**config.mk**
```make
export PLATFORM = sky130hd
export DESIGN_NAME = icache_responder_flat
export DESIGN_NICKNAME = d
export VERILOG_FILES = /design/src/rtl/icache_responder_pkg.sv /design/src/rtl/icache_responder_if.sv /design/src/rtl/icache_responder.sv /design/src/flat_wrapper.sv
export SDC_FILE = /design/constraint.sdc
export NUM_CORES = 1
export LEC_CHECK = 0
export CAP_MARGIN = 10
export CORE_UTILIZATION = 25
export DETAILED_ROUTE_END_ITERATION = 6
export SETUP_SLACK_MARGIN = 0.3
export SYNTH_ARGS = -nofsm -noshare
export SYNTH_HDL_FRONTEND = slang
export SYNTH_SLANG_ARGS = --single-unit
export TNS_END_PERCENT = 30
```
**constraint.sdc**
```tcl
create_clock -name CLK -period 16.2 [get_ports CLK]
set_input_delay 4.86 -clock CLK [delete_from_list [all_inputs] [get_ports CLK]]
set_output_delay 4.86 -clock CLK [all_outputs]
set_load 0.01 [all_outputs]
```
**src/rtl/icache_responder_pkg.sv**
```systemverilog
// Shared types for the direct-mapped one-word instruction cache responder:
// the datapath word, frame layout and controller state encoding.
package icache_responder_pkg;

  localparam int WORD_W     = 32;
  localparam int BYTE_OFF_W = 2;
  localparam int WADDR_W    = WORD_W - BYTE_OFF_W;

  typedef logic [WORD_W-1:0] word_t;

  typedef enum logic {
    IDLE = 1'b0,
    MISS = 1'b1
  } icache_state_t;

  // Tag is held at the widest possible size; the top bits stay zero for larger SETS.
  typedef struct packed {
    logic                 valid;
    logic [WADDR_W-1:0]   tag;
    word_t                data;
  } icache_frame_t;

  function automatic word_t word_align(input word_t addr);
    return {addr[WORD_W-1:BYTE_OFF_W], {BYTE_OFF_W{1'b0}}};
  endfunction

endpackage

```
**src/rtl/icache_responder_if.sv**
```systemverilog
// Datapath-side and memory-side signals of the instruction cache responder,
// bundled so the cache and its environment share one connection.
interface icache_responder_if #(
  parameter int CNT_W = 16
) ();
  import icache_responder_pkg::*;

  logic             imemREN;
  word_t            imemaddr;
  logic             ihit;
  word_t            imemload;
  logic             flush;
  logic             iREN;
  word_t            iaddr;
  logic             iwait;
  word_t            iload;
  logic [CNT_W-1:0] miss_count;

  modport master (
    output imemREN, imemaddr, flush, iwait, iload,
    input  ihit, imemload, iREN, iaddr, miss_count
  );

  modport slave (
    input  imemREN, imemaddr, flush, iwait, iload,
    output ihit, imemload, iREN, iaddr, miss_count
  );

endinterface

```
**src/rtl/icache_responder.sv**
```systemverilog
// Direct-mapped, one-word-per-frame instruction cache with zero-cycle hits
// and a single outstanding fill to memory.
module icache_responder
  import icache_responder_pkg::*;
#(
  parameter int SETS  = 16,
  parameter int CNT_W = 16
) (
  input  logic             CLK,
  input  logic             RST,
  icache_responder_if.slave bus
);

  localparam int IDX_W = $clog2(SETS);
  localparam int TAG_W = WADDR_W - IDX_W;

  icache_state_t      state_q, state_d;
  logic [SETS-1:0]    valid_q, valid_d;
  logic [TAG_W-1:0]   tag_q  [SETS];
  word_t              data_q [SETS];
  word_t              miss_addr_q, miss_addr_d;
  logic [CNT_W-1:0]   miss_count_q, miss_count_d;

  logic [IDX_W-1:0]   req_idx, miss_idx;
  logic [TAG_W-1:0]   req_tag, miss_tag;
  icache_frame_t      cur_frame;
  logic               hit;
  logic               fill_en;
  logic               ihit;
  word_t              imemload;
  logic               iren;
  word_t              iaddr;
  logic               unused_low_bits;

  function automatic logic [CNT_W-1:0] sat_inc(input logic [CNT_W-1:0] v);
    return (&v) ? v : v + 1'b1;
  endfunction

  assign req_idx  = bus.imemaddr[IDX_W+BYTE_OFF_W-1:BYTE_OFF_W];
  assign req_tag  = bus.imemaddr[WORD_W-1:IDX_W+BYTE_OFF_W];
  assign miss_idx = miss_addr_q[IDX_W+BYTE_OFF_W-1:BYTE_OFF_W];
  assign miss_tag = miss_addr_q[WORD_W-1:IDX_W+BYTE_OFF_W];

  assign unused_low_bits = ^{bus.imemaddr[BYTE_OFF_W-1:0], miss_addr_q[BYTE_OFF_W-1:0]};

  always_comb begin
    cur_frame.valid = valid_q[req_idx];
    cur_frame.tag   = {{IDX_W{1'b0}}, tag_q[req_idx]};
    cur_frame.data  = data_q[req_idx];
  end

  assign hit = bus.imemREN && cur_frame.valid &&
               (cur_frame.tag == {{IDX_W{1'b0}}, req_tag});

  always_comb begin
    state_d      = state_q;
    valid_d      = valid_q;
    miss_addr_d  = miss_addr_q;
    miss_count_d = miss_count_q;
    fill_en      = 1'b0;
    ihit         = 1'b0;
    imemload     = '0;
    iren         = 1'b0;
    iaddr        = '0;

    unique case (state_q)
      IDLE: begin
        // A flush in the same cycle suppresses both the hit and a new miss.
        if (hit && !bus.flush) begin
          ihit     = 1'b1;
          imemload = cur_frame.data;
        end
        if (bus.imemREN && !hit && !bus.flush) begin
          miss_addr_d = word_align(bus.imemaddr);
          state_d     = MISS;
        end
      end
      MISS: begin
        iren  = 1'b1;
        iaddr = miss_addr_q;
        if (bus.flush) begin
          state_d = IDLE;
        end else if (!bus.iwait) begin
          fill_en      = 1'b1;
          miss_count_d = sat_inc(miss_count_q);
          state_d      = IDLE;
        end
      end
      default: state_d = IDLE;
    endcase

    if (bus.flush) begin
      valid_d = '0;
    end else if (fill_en) begin
      valid_d[miss_idx] = 1'b1;
    end
  end

  always_ff @(posedge CLK or posedge RST) begin
    if (RST) begin
      state_q      <= IDLE;
      valid_q      <= '0;
      miss_addr_q  <= '0;
      miss_count_q <= '0;
    end else begin
      state_q      <= state_d;
      valid_q      <= valid_d;
      miss_addr_q  <= miss_addr_d;
      miss_count_q <= miss_count_d;
    end
  end

  // Tag/data need no reset: a frame is only ever read behind its valid bit.
  always_ff @(posedge CLK) begin
    if (fill_en) begin
      tag_q[miss_idx]  <= miss_tag;
      data_q[miss_idx] <= bus.iload;
    end
  end

  assign bus.ihit       = ihit;
  assign bus.imemload   = imemload;
  assign bus.iREN       = iren;
  assign bus.iaddr      = iaddr;
  assign bus.miss_count = miss_count_q;

endmodule

```
**src/flat_wrapper.sv**
```systemverilog
// flat-port wrapper written by rule: the top's interface ports become plain ports
module icache_responder_flat import icache_responder_pkg::*;
#(
  parameter int SETS  = 16,
  parameter int CNT_W = 16
)
  (CLK, RST, bus_imemREN, bus_imemaddr, bus_flush, bus_iwait, bus_iload, bus_ihit, bus_imemload, bus_iREN, bus_iaddr, bus_miss_count);
  icache_responder_if #(.CNT_W(CNT_W)) bus_i ();
  input  logic CLK;
  input  logic RST;
  input wire logic [$bits(bus_i.imemREN)-1:0] bus_imemREN;
  input wire logic [$bits(bus_i.imemaddr)-1:0] bus_imemaddr;
  input wire logic [$bits(bus_i.flush)-1:0] bus_flush;
  input wire logic [$bits(bus_i.iwait)-1:0] bus_iwait;
  input wire logic [$bits(bus_i.iload)-1:0] bus_iload;
  output wire logic [$bits(bus_i.ihit)-1:0] bus_ihit;
  output wire logic [$bits(bus_i.imemload)-1:0] bus_imemload;
  output wire logic [$bits(bus_i.iREN)-1:0] bus_iREN;
  output wire logic [$bits(bus_i.iaddr)-1:0] bus_iaddr;
  output wire logic [$bits(bus_i.miss_count)-1:0] bus_miss_count;
  assign bus_i.imemREN = bus_imemREN;
  assign bus_i.imemaddr = bus_imemaddr;
  assign bus_i.flush = bus_flush;
  assign bus_i.iwait = bus_iwait;
  assign bus_i.iload = bus_iload;
  assign bus_ihit = bus_i.ihit;
  assign bus_imemload = bus_i.imemload;
  assign bus_iREN = bus_i.iREN;
  assign bus_iaddr = bus_i.iaddr;
  assign bus_miss_count = bus_i.miss_count;
  icache_responder #(.SETS(SETS), .CNT_W(CNT_W)) u_core (.CLK(CLK), .RST(RST), .bus(bus_i));
endmodule
```
# After elaboration in Yosys (flattened, before gate mapping)
# Memory sizes are Yosys's and may differ from the RTL's.
# Index checks and enable logic that the tools add are counted.
# classes
bitwise	5
order_cmp	3
shift	0
reduce_logical	12
add_sub_neg	1
n_mux	21
multipliers	0
n_eq_ne	1
div	0
# ops
op	count
two-way mux 32 bit	3
two-way mux 16 bit	2
== test 26 bit	1
adder 16 x 1 -> 16 bit, second input constant	1
OR 16 bit	1
AND reduction 16 bit	1
two-way mux 1 bit	13
< comparator 4 x 5 -> 1 bit, second input constant	2
logical AND 1 bit	6
binary-select mux 1 bit (select 4 bit)	1
demux 1 bit (select 4 bit)	1
greater-or-equal comparator 4 x 1 -> 1 bit, second input constant	1
NOT 1 bit	4
AND reduction 4 bit	1
logical NOT 1 bit	2
case mux 1 bit (2 select lines)	1
AND reduction 2 bit	1
nonzero test 2 bit	1
# totals
ff_bits	63
ramBits	928
output_inout_bits	82
romBits	0
memories	2
latchBits	0
# mem_list
memory	words	width	read_ports	rd_ports_with_merged_regs	wr	line_no	source
u_core.data_q	16	32	1	0	1	icache_responder.sv:20	word_t data_q [SETS];
u_core.tag_q	16	26	1	0	1	icache_responder.sv:19	logic [TAG_W-1:0] tag_q [SETS];

# Longest topological paths before layout
# depth
ltp_word	9
ltp_mapped	12
depth_no_buf	8

# Worst setup path before layout
# OpenSTA, ideal clock, no wires.
# synth_timing
path_kind	input-to-output
startpoint	input port bus_imemaddr[2]
endpoint	output port bus_imemload[22]
stages	9
n_path_buf	6
path_slack_ps	3882
arrival_time_ps	7458
required_ps	11340
cell_sequence	buf_6 -> buf_4 -> buf_2 -> buf_2 -> buf_2 -> buf_2 -> mux4_2 -> mux4_2 -> and2_1
# synth_via
elab_chain_cells	7
# synth_rtl
element	line_no	source
start, declared	flat_wrapper.sv:12	input wire logic [$bits(bus_i.imemaddr)-1:0] bus_imemaddr;
parallel branches: the longest is 5 deep, another holds memory (16 x 26 bit)	--	
two-way mux 32 bit (*)	icache_responder.sv:69	if (hit && !bus.flush) begin
two-way mux 32 bit (*)	icache_responder.sv:66	unique case (state_q)
end, declared	flat_wrapper.sv:17	output wire logic [$bits(bus_i.imemload)-1:0] bus_imemload;
# Mark *: on every way between the ends. The select of a mux whose other input is x is not followed.

# Final worst setup path
# layout_timing
startpoint	input port bus_imemaddr[4]
endpoint	output port bus_imemload[19]
# The elaborated chain is that of the path after synthesis.

==> run_results.csv <==
group,metric,value,unit
worst_setup_path,cp_data_arrival_time,9620,ps
drt,detail_route.drc_violations,0,
job,maxCapViolCount,0,
clock_tree,clock-sinks,991,
power_and_ir_drop,totalPowerFinal,5.531,mW
power_and_ir_drop,seqPwrFrac,53.5,%
logic_synthesis,synth_top_area_share,72.30,%
logic_synthesis,ys_seq_area_share,76.39,%
grt,grt_max_degree,91,
sta,max_freq,0.06907,GHz
logic_synthesis,post_synth_main_area_contributors,"sky130_fd_sc_hd__edfxtp_1 72%, sky130_fd_sc_hd__mux4_2 16%, sky130_fd_sc_hd__dfrtp_1 4.1%",
clock_tree,max-clock-path-buffers,3,
logic_synthesis,yosys_register_bits,991,
floorplan,initial_utilization,25.28,%
sta,layout_setup_ws,1722,ps
sta,drv_slew,0,
drt,viasPerCell,4.443,
grt,first_global_vias,18590,
worst_setup_path,critical_path.cell_chain,"buf_8, buf_4, mux4_2, mux4_2, xnor2_1, nand4_1, nor3_1, and4_2, buf_4, and2_1, clkdlybuf4s50_1",
sta,layout_worst_path_cycle_share,89.37,%
cells_and_area,utilization,29.99,%
sta,timing.final.hold_violations,0,
logic_synthesis,synthArstFlopShare,6.357,%
logic_synthesis,gate_count_of_the_mapped_netlist,1675,
worst_setup_path,r2r_start,"u_core.state_q$_DFF_PP0_",
clock_tree,cts.reportedPaths.clkPinSlew,60,ps
min_path,hold_wc_startpoint,"u_core.bus.miss_count[7]$_DFFE_PP0P_",
floorplan,core_area,152400,um^2
placement,dpl-instance-area,42490,um^2
worst_setup_path,critPathLaunch,"bus_imemaddr[4]",
placement,dp_hpwl,51930,um
cells_and_area,design.final.nets,1947,
grt,grt_antenna_before_repair,17,
power_and_ir_drop,power.leakage,14.31,nW
worst_setup_path,critical_path.endpoint_type,"primary output",
worst_setup_path,cpMaxStageDelayCell,"sky130_fd_sc_hd__and4_2",
logic_synthesis,yosysMostFrequentCell,"sky130_fd_sc_hd__edfxtp_1",
power_and_ir_drop,vdd_ir_drop_max,90.26,uV
worst_setup_path,worstPathMaxFanout,90,
min_path,hold_path.class,"reg2reg",
sta,finClkSkew,17.69,ps
cells_and_area,post_route_cells_drive_above_1_share,26.50,%
logic_synthesis,yosys-top-cells-count,"928 x sky130_fd_sc_hd__edfxtp_1, 271 x sky130_fd_sc_hd__mux4_2, 63 x sky130_fd_sc_hd__and2_1, 63 x sky130_fd_sc_hd__dfrtp_1, 39 x sky130_fd_sc_hd__xnor2_1",
logic_synthesis,synthesized_area_divided_by_synthesized_cell_count,23.01,um^2
drt,routed_wl,95300,um
drt,dr.pass1.iters,7,
sta,rsz0062_at_grt,"false",
placement,dp_worst_setup_slack,1646,ps
floorplan,num_rows,143,
logic_synthesis,synth.cell_area,38540,um^2
sta,setup_viol_count_final,0,
power_and_ir_drop,switching_share,21.77,%
power_and_ir_drop,power.combinational.fraction,5.5,%
floorplan,die_x,394.7,um
worst_setup_path,worst-setup-path-type,"in2out",
drt,route.vias.total,17750,
floorplan,io_pins,151,
grt,grt_use_total,12.07,%
placement,gp_congestion,0.7360,
clock_tree,cts-buffers-inserted,100,
power_and_ir_drop,cell_internal_pwr,4.327,mW
power_and_ir_drop,power_density,121.0,nW/um^2
clock_tree,htree_levels,3,
sta,worst_slew_pin_slew,1127,ps
drt,drtAntennaViolNets,0,
drt,drt_iter0_markers,1832,
power_and_ir_drop,clock_group_share_of_total_power,40.9,%
logic_synthesis,yosysTopAreaCell,"sky130_fd_sc_hd__edfxtp_1",
clock_tree,clk_lat_worst_skew,700,ps
logic_synthesis,synth_cell_type_count,51,
logic_synthesis,yosys_warnings,0,
worst_setup_path,critical-path-max-stage-delay,820,ps
clock_tree,clock_root_buffer_master,"sky130_fd_sc_hd__clkbuf_16",
clock_tree,cts_resizes,0,
worst_setup_path,timing.critical_path.from_type,"input pin",
logic_synthesis,synth-edff-count,928,
cells_and_area,design_area,45720,um^2
clock_tree,post_cts_hold_buffer_count,0,
floorplan,floorplan.die.height,394.7,um
sta,final.min_clock_period,14480,ps
sta,tns,0,ps
clock_tree,clock_tree_from_tritoncts,"done",
outcome,status,"complete, no violations",
drt,routed_wire_length_per_instance,23.86,um
cells_and_area,flow.area_growth_from_synthesis,18.62,%
sta,max-slew-margin-rel,24.88,%
placement,i_o_buffers,146,
grt,grt_remaining_overflow,0,
clock_tree,postCtsSetupBuffers,0,
worst_setup_path,cp_data_required_time,11340,ps
power_and_ir_drop,total_switching_power,1.204,mW
logic_synthesis,synth_flop_cell,"sky130_fd_sc_hd__edfxtp_1",
floorplan,full_die_area,155700,um^2
grt,first_pass_grt_wire_length,135200,um
[worst max-delay path: cells and delay by family]
family        cells  cell delay [ps]
xor+xnor          1              290
mux               2              870
simple gates      4             1420
buf+inv           4             1960
[final timing paths]
check	endpoint	slack [ps]	cells past startpoint
max in group asynchronous	u_core.miss_addr_q[26]$_DFFE_PP0P_	10720	3
max reg2reg	u_core.tag_q[2][15]$_DFFE_PP_	12200	5
min	u_core.bus.miss_count[7]$_DFFE_PP0P_	490	1
max	bus_imemload[19]	1720	11
min reg2reg	u_core.bus.miss_count[7]$_DFFE_PP0P_	490	1
min in group asynchronous	u_core.bus.miss_count[5]$_DFFE_PP0P_	4780	3
[placed cells by master, fill, tap and decap left out, types with 4 or more instances in the layout]
| cell | n |
|---|---|
| sky130_fd_sc_hd__clkbuf_16 | 101 |
| sky130_fd_sc_hd__and2_1 | 63 |
| sky130_fd_sc_hd__nand3_1 | 9 |
| sky130_fd_sc_hd__clkinv_1 | 22 |
| sky130_fd_sc_hd__clkbuf_8 | 7 |
| sky130_fd_sc_hd__bufinv_16 | 7 |
| sky130_fd_sc_hd__o22ai_1 | 13 |
| sky130_fd_sc_hd__mux2_2 | 7 |
| sky130_fd_sc_hd__nor2_1 | 18 |
| sky130_fd_sc_hd__mux2i_1 | 36 |
| sky130_fd_sc_hd__xor2_1 | 7 |
| sky130_fd_sc_hd__dfrtp_1 | 63 |
| sky130_fd_sc_hd__clkinv_2 | 21 |
| sky130_fd_sc_hd__clkdlybuf4s50_1 | 142 |
| sky130_fd_sc_hd__nor2b_1 | 4 |
| sky130_fd_sc_hd__and3_1 | 5 |
| sky130_fd_sc_hd__nand2_1 | 13 |
| sky130_fd_sc_hd__buf_4 | 38 |
| sky130_fd_sc_hd__o21ai_0 | 7 |
| sky130_fd_sc_hd__nand4_1 | 9 |
| sky130_fd_sc_hd__xnor2_1 | 39 |
| sky130_fd_sc_hd__inv_1 | 16 |
| sky130_fd_sc_hd__clkbuf_1 | 19 |
| sky130_fd_sc_hd__edfxtp_1 | 928 |
| sky130_fd_sc_hd__mux4_2 | 271 |
| sky130_fd_sc_hd__nor2_4 | 16 |
| sky130_fd_sc_hd__mux2_4 | 29 |
[logic make-up after synthesis]
family,share of synthesized area (%)
AOI/OAI and AO/OA,0.6493
xor gates and xnor gates,1.045
adders and majority gates,0.03246
buffers and inverters,1.448
DFF,76.39
muxes,18.24
other,0.009729
and+or+nand+nor,2.185
[power by group through the flow]
stage	Clock, mW	Combinational [mW]	Sequential (mW)
after floorplan	0	0.186	2.98
after global placement	0	0.307	3.00
after detailed placement	0	0.315	3.01
after CTS	2.31	0.316	2.96
after global routing	2.41	0.329	2.97
final	2.26	0.307	2.96
[flip-flops by register name, summed over array words and instances (netlist names)]
signal	count
u_core.bus.miss_count	16
u_core.data_q	512
u_core.miss_addr_q	30
u_core.state_q	1
u_core.tag_q	416
u_core.valid_q	16
[cell type report]
cell class | instances | area [um^2]
diodes | 3 | 7.507
clock buffers | 127 | 2695
clock inverters | 60 | 533.0
fillers | 14600 | 106700
inverters | 18 | 67.56
multi-input cells | 582 | 8667
flip-flops and latches | 991 | 29440
well taps | 2030 | 2540
repair buffers | 184 | 1768
[per-stage QoR]
stage,instances,hold slack (ps)
after CTS,3992,492.1
after global routing,3993,530.6
after detailed placement,3805,480.0
after floorplan,1676,460.8
after global placement,3805,476.8
final,3995,489.5
[layer usage]
layer	global-route usage, %	routed length [um]	vias up
li1	-	-	7421
met5	0	61	-
met4	3.073	2084	10
met3	2.581	5571	141
met1	15.27	38400	9583
met2	20.88	49190	596
Power figures use the tool's default switching activity.
==> patch 1: new RTL, same flow settings <==
`BYTE_OFF_W`: 2 -> 4.
--- a/src/rtl/icache_responder_pkg.sv
+++ b/src/rtl/icache_responder_pkg.sv
@@ -4,5 +4,5 @@
 
   localparam int WORD_W     = 32;
-  localparam int BYTE_OFF_W = 2;
+  localparam int BYTE_OFF_W = 4;
   localparam int WADDR_W    = WORD_W - BYTE_OFF_W;
 
Formal check against the unedited RTL: not equivalent (Yosys sat finds a counterexample within 4 cycles, from zero or initial values and one cycle with RST high).
==> patch 1 against the unedited design <==
  * Via count rose by 7.6%
  * Maximum frequency rose by 1.4%
  * Cell area fell by 1.0%
  * First-iteration DRC count rose by 6.2%
  * Sequential cell count fell by 34
  * Wire length rose by 3.4%
  * Area after synthesis fell by 0.32%
  * Clock skew rose by 0.0070 ns
  * Total power fell by 3.8%
  * Worst setup slack improved by 0.19 ns
==> patch 1: results (changes against the unedited design) <==
- Status: finished, final reports clean (unchanged)
- Biggest regs: u_core.data_q x512, u_core.tag_q x384, u_core.miss_addr_q x28 (was u_core.data_q x512, u_core.tag_q x416, u_core.miss_addr_q x30)
- WL/cell: 23.6 um (was 23.9 um)
- CP Max Fanout: 43 (was 90)
- WHS Endpoint: u_core.valid_q[7] (was u_core.bus.miss_count[7])
- First-pass GRT wire length: 142 mm (was 135 mm)
- Synth async-reset ratio: 6.37% (was 6.36%)
- # nets final: 2141 (was 1947)
- Largest net degree at the start of global routing: 89 (was 91)
- Gpl congestion: 0.781 (was 0.736)
- Maximum VDD drop: 0.0732 mV (was 0.0903 mV)
- Slowest-stage cell, CP: clkdlybuf4s50_1 (was and4_2)
- # port buffers: 142 (was 146)
- EDFF count, synth: 896 (was 928)
- TritonRoute pass-1 iters: 5 (was 7)
- Register area share after synthesis: 74.0% (was 76.4%)
- Post-synth top cells: edfxtp_1, mux4_2, mux2i_1 (was edfxtp_1, mux4_2, and2_1, dfrtp_1, xnor2_1)
- Switch share: 22.4% (was 21.8%)
- Cts bufs inserted: 92 (was 100)
- Data arrival, critical path: 9.42 ns (was 9.62 ns)
- Cell variety after synth: 73 (was 51)
- RR Endpoint: u_core.data_q[2][20] (was u_core.tag_q[2][15])
- Vias after detailed routing: 19100 (was 17800)
- Reg-to-reg slack, setup: 12.62 ns (was 12.20 ns)
- Ranking of synthesized cells by area: edfxtp_1, mux4_2, dfrtp_1 (unchanged)
patch 1: changes by cell type in the layout (fill, tap and decap cells not counted), sizes merged, moves of 32 or more:
cell,before,now
a21oi,3,35
and3,5,40
edfxtp,928,896
mux2i,36,81
mux4,273,226
nand3,9,41
nor2b,4,38
patch 1: final cells by class:
cell class / count / share of cell area [%]
sequential: 957 / 62.8
multi-input combinational: 814 / 20.7
tap: 2030 / 5.61
clock buffer: 109 / 5.28
timing repair buffer: 194 / 4.06
clock inverter: 60 / 1.35
inverter: 12 / 0.122
antenna: 3 / 0.0166
patch 1: cells by family after synthesis:
family	count (synthesis)	share of synthesized area, %
simple gates	275	4.12
fa+ha+maj	1	0.0326
compound gates	177	3.21
buf+inv	126	1.94
flops	957	74.0
xor+xnor	35	0.798
mux	322	15.9
other cells	1	0.00976
patch 1: metal layers:
layer	GRT usage (%)	vias to the layer above	routed length (um)
met1	16.2	10200	41400
met3	2.24	129	5720
li1	-	8172	-
met4	3.95	8	2540
met5	0	-	50
met2	20.9	594	48800
patch 1: through the flow:
step	setup slack [ns]	util, %	instances	power, mW	area [sq um]
2_1_floorplan	3.91	-	1897	3.07	38400
5_1_grt	1.67	29.7	4177	5.48	45200
3_3_place_gp	1.33	27.7	4006	3.22	42200
4_1_cts	1.77	29.7	4176	5.38	45200
3_5_place_dp	1.81	27.7	4007	3.23	42200
6_report	1.92	29.7	4179	5.32	45200
patch 1: power groups by stage:
stage          Sequential [mW]  Combinational (mW)  Clock [mW]
2_1_floorplan             2.88               0.193           0
3_3_place_gp              2.91               0.316           0
3_5_place_dp              2.91               0.318           0
4_1_cts                   2.86               0.320        2.20
5_1_grt                   2.86               0.337        2.28
6_report                  2.86               0.314        2.15
patch 1: worst max-delay path by stage:
stage,start,end,slack [ns],depth (start not counted)
5_1_grt,bus_imemaddr[6],bus_imemload[6],1.67,13
6_report,bus_imemaddr[7],bus_imemload[6],1.92,12
2_1_floorplan,bus_imemaddr[4],bus_imemload[22],3.91,8
3_5_place_dp,bus_imemaddr[7],bus_imemload[6],1.81,12
4_1_cts,bus_imemaddr[7],bus_imemload[6],1.77,12
3_3_place_gp,bus_imemaddr[6],bus_imemload[6],1.33,12
==> patch 2: new RTL, config.mk and constraints unchanged <==
Without the edit above. Reset style: synchronous (`RST`), changed in one clocked block.
--- a/src/rtl/icache_responder.sv
+++ b/src/rtl/icache_responder.sv
@@ -97,5 +97,5 @@
   end
 
-  always_ff @(posedge CLK or posedge RST) begin
+  always_ff @(posedge CLK) begin
     if (RST) begin
       state_q      <= IDLE;
Function: differs if RST is asserted again (counterexample within 4 cycles, from zero or initial values and one cycle with RST high); with RST held inactive, the same outputs for 4 cycles.
==> patch 2 against the unedited design <==
  * The run now ends with DRC left
  * Area after synthesis increased by 1.9%
  * Sequential share of layout area is 1.5 points lower
  * Wire length up 4.8%
  * Worst setup slack improved by 0.20 ns
  * Hold slack got worse by 0.030 ns
  * Maximum frequency increased by 1.4%
  * Sequential cell count unchanged
  * Global-route usage is 0.42 points higher
  * First-iteration DRC count decreased by 2.7%
  * Total power is 3.1% lower
  * Cell area up 1.3%
==> patch 2: results (changes against the unedited design) <==
- Status: finished, violations left (was finished, final reports clean)
- Failing checks: DRC
- Leakage: 14.6 nW (was 14.3 nW)
- GRT met1 Usage: 17.1% (was 15.3%)
- First-pass GRT wire length: 144 mm (was 135 mm)
- DR WL met2: 47.9 mm (was 49.2 mm)
- Clock network contribution to total cell area: 6.90% (was 7.06%)
- Multiplexer share of the synthesized area: 16.5% (was 18.2%)
- Antenna violations before repair: 15 (was 17)
- Cells after Synth: 1894 (was 1675)
- Maximum VDD drop: 0.0807 mV (was 0.0903 mV)
- Clkbuf count: 124 (was 127)
- Fillers: 15100 (was 14600)
- Max_slew headroom: 16.8% (was 24.9%)
- Adder-cell area share of the yosys netlist: 0.0319% (was 0.0325%)
- Cells after DPL: 4030 (was 3805)
- Post-place setup slack: 1.80 ns (was 1.65 ns)
- Worst-Skew Late Latency: 0.72 ns (was 0.70 ns)
- NonClk Buf Share: 3.90% (was 3.87%)
- DR DRC count: 4 (was 0)
- Cell variety after synth: 66 (was 51)
- Count of flip-flops and latches: 991 (unchanged)
- Switch share: 21.9% (was 21.8%)
- CP Max Fanout: 79 (was 90)
- Share of layout cells above drive strength 1: 21.4% (was 26.5%)
- Synth Area in XOR/XNOR: 0.844% (was 1.05%)
- DRT met1 WL: 43.6 mm (was 38.4 mm)
- Multi-input gate area: 9550 sq um (was 8670 sq um)
- Placed Area: 43100 sq um (was 42500 sq um)
- WL/cell: 23.7 um (was 23.9 um)
- Clock skew: 0.0405 ns (was 0.0177 ns)
- Post-synth top cells: edfxtp_1, mux4_2, and2_1 (was edfxtp_1, mux4_2, and2_1, dfrtp_1, xnor2_1)
- Register area share after synthesis: 74.1% (was 76.4%)
- Largest net degree at the start of global routing: 80 (was 91)
- Plain + repair buffers: 190 (was 184)
- Post-synthesis compound-gate area fraction: 3.26% (was 0.649%)
- Met3 GRT Util: 2.61% (was 2.58%)
-- patch 2: cell types whose count changed after synthesis, sizes merged, moves of 25 or more --
| cell | delta |
|---|---|
| a2bb2oi | +30 |
| and3 | +25 |
| dfrtp | -63 |
| dfxtp | +63 |
| mux2 | -33 |
| mux2i | +27 |
| nand2 | +41 |
| o21ai | +35 |
| o311ai | +30 |
-- patch 2: power by group through the flow --
stage	registers, mW	clock network [mW]	logic [mW]
final	2.85	2.27	0.242
after global routing	2.85	2.42	0.261
after CTS	2.85	2.32	0.247
after detailed placement	2.90	0	0.247
after global placement	2.90	0	0.244
after floorplan	2.89	0	0.158
-- patch 2: path summary, 6_finish.rpt --
path                                          from  slack [ns]                    to  depth (start not counted)
worst max-delay path               bus_imemaddr[4]        1.92      bus_imemload[17]                         11
worst min-delay path            u_core.valid_q[13]        0.46    u_core.valid_q[13]                          1
worst max register to register      u_core.state_q       12.10  u_core.data_q[8][10]                          4
worst min register to register  u_core.valid_q[13]        0.46    u_core.valid_q[13]                          1
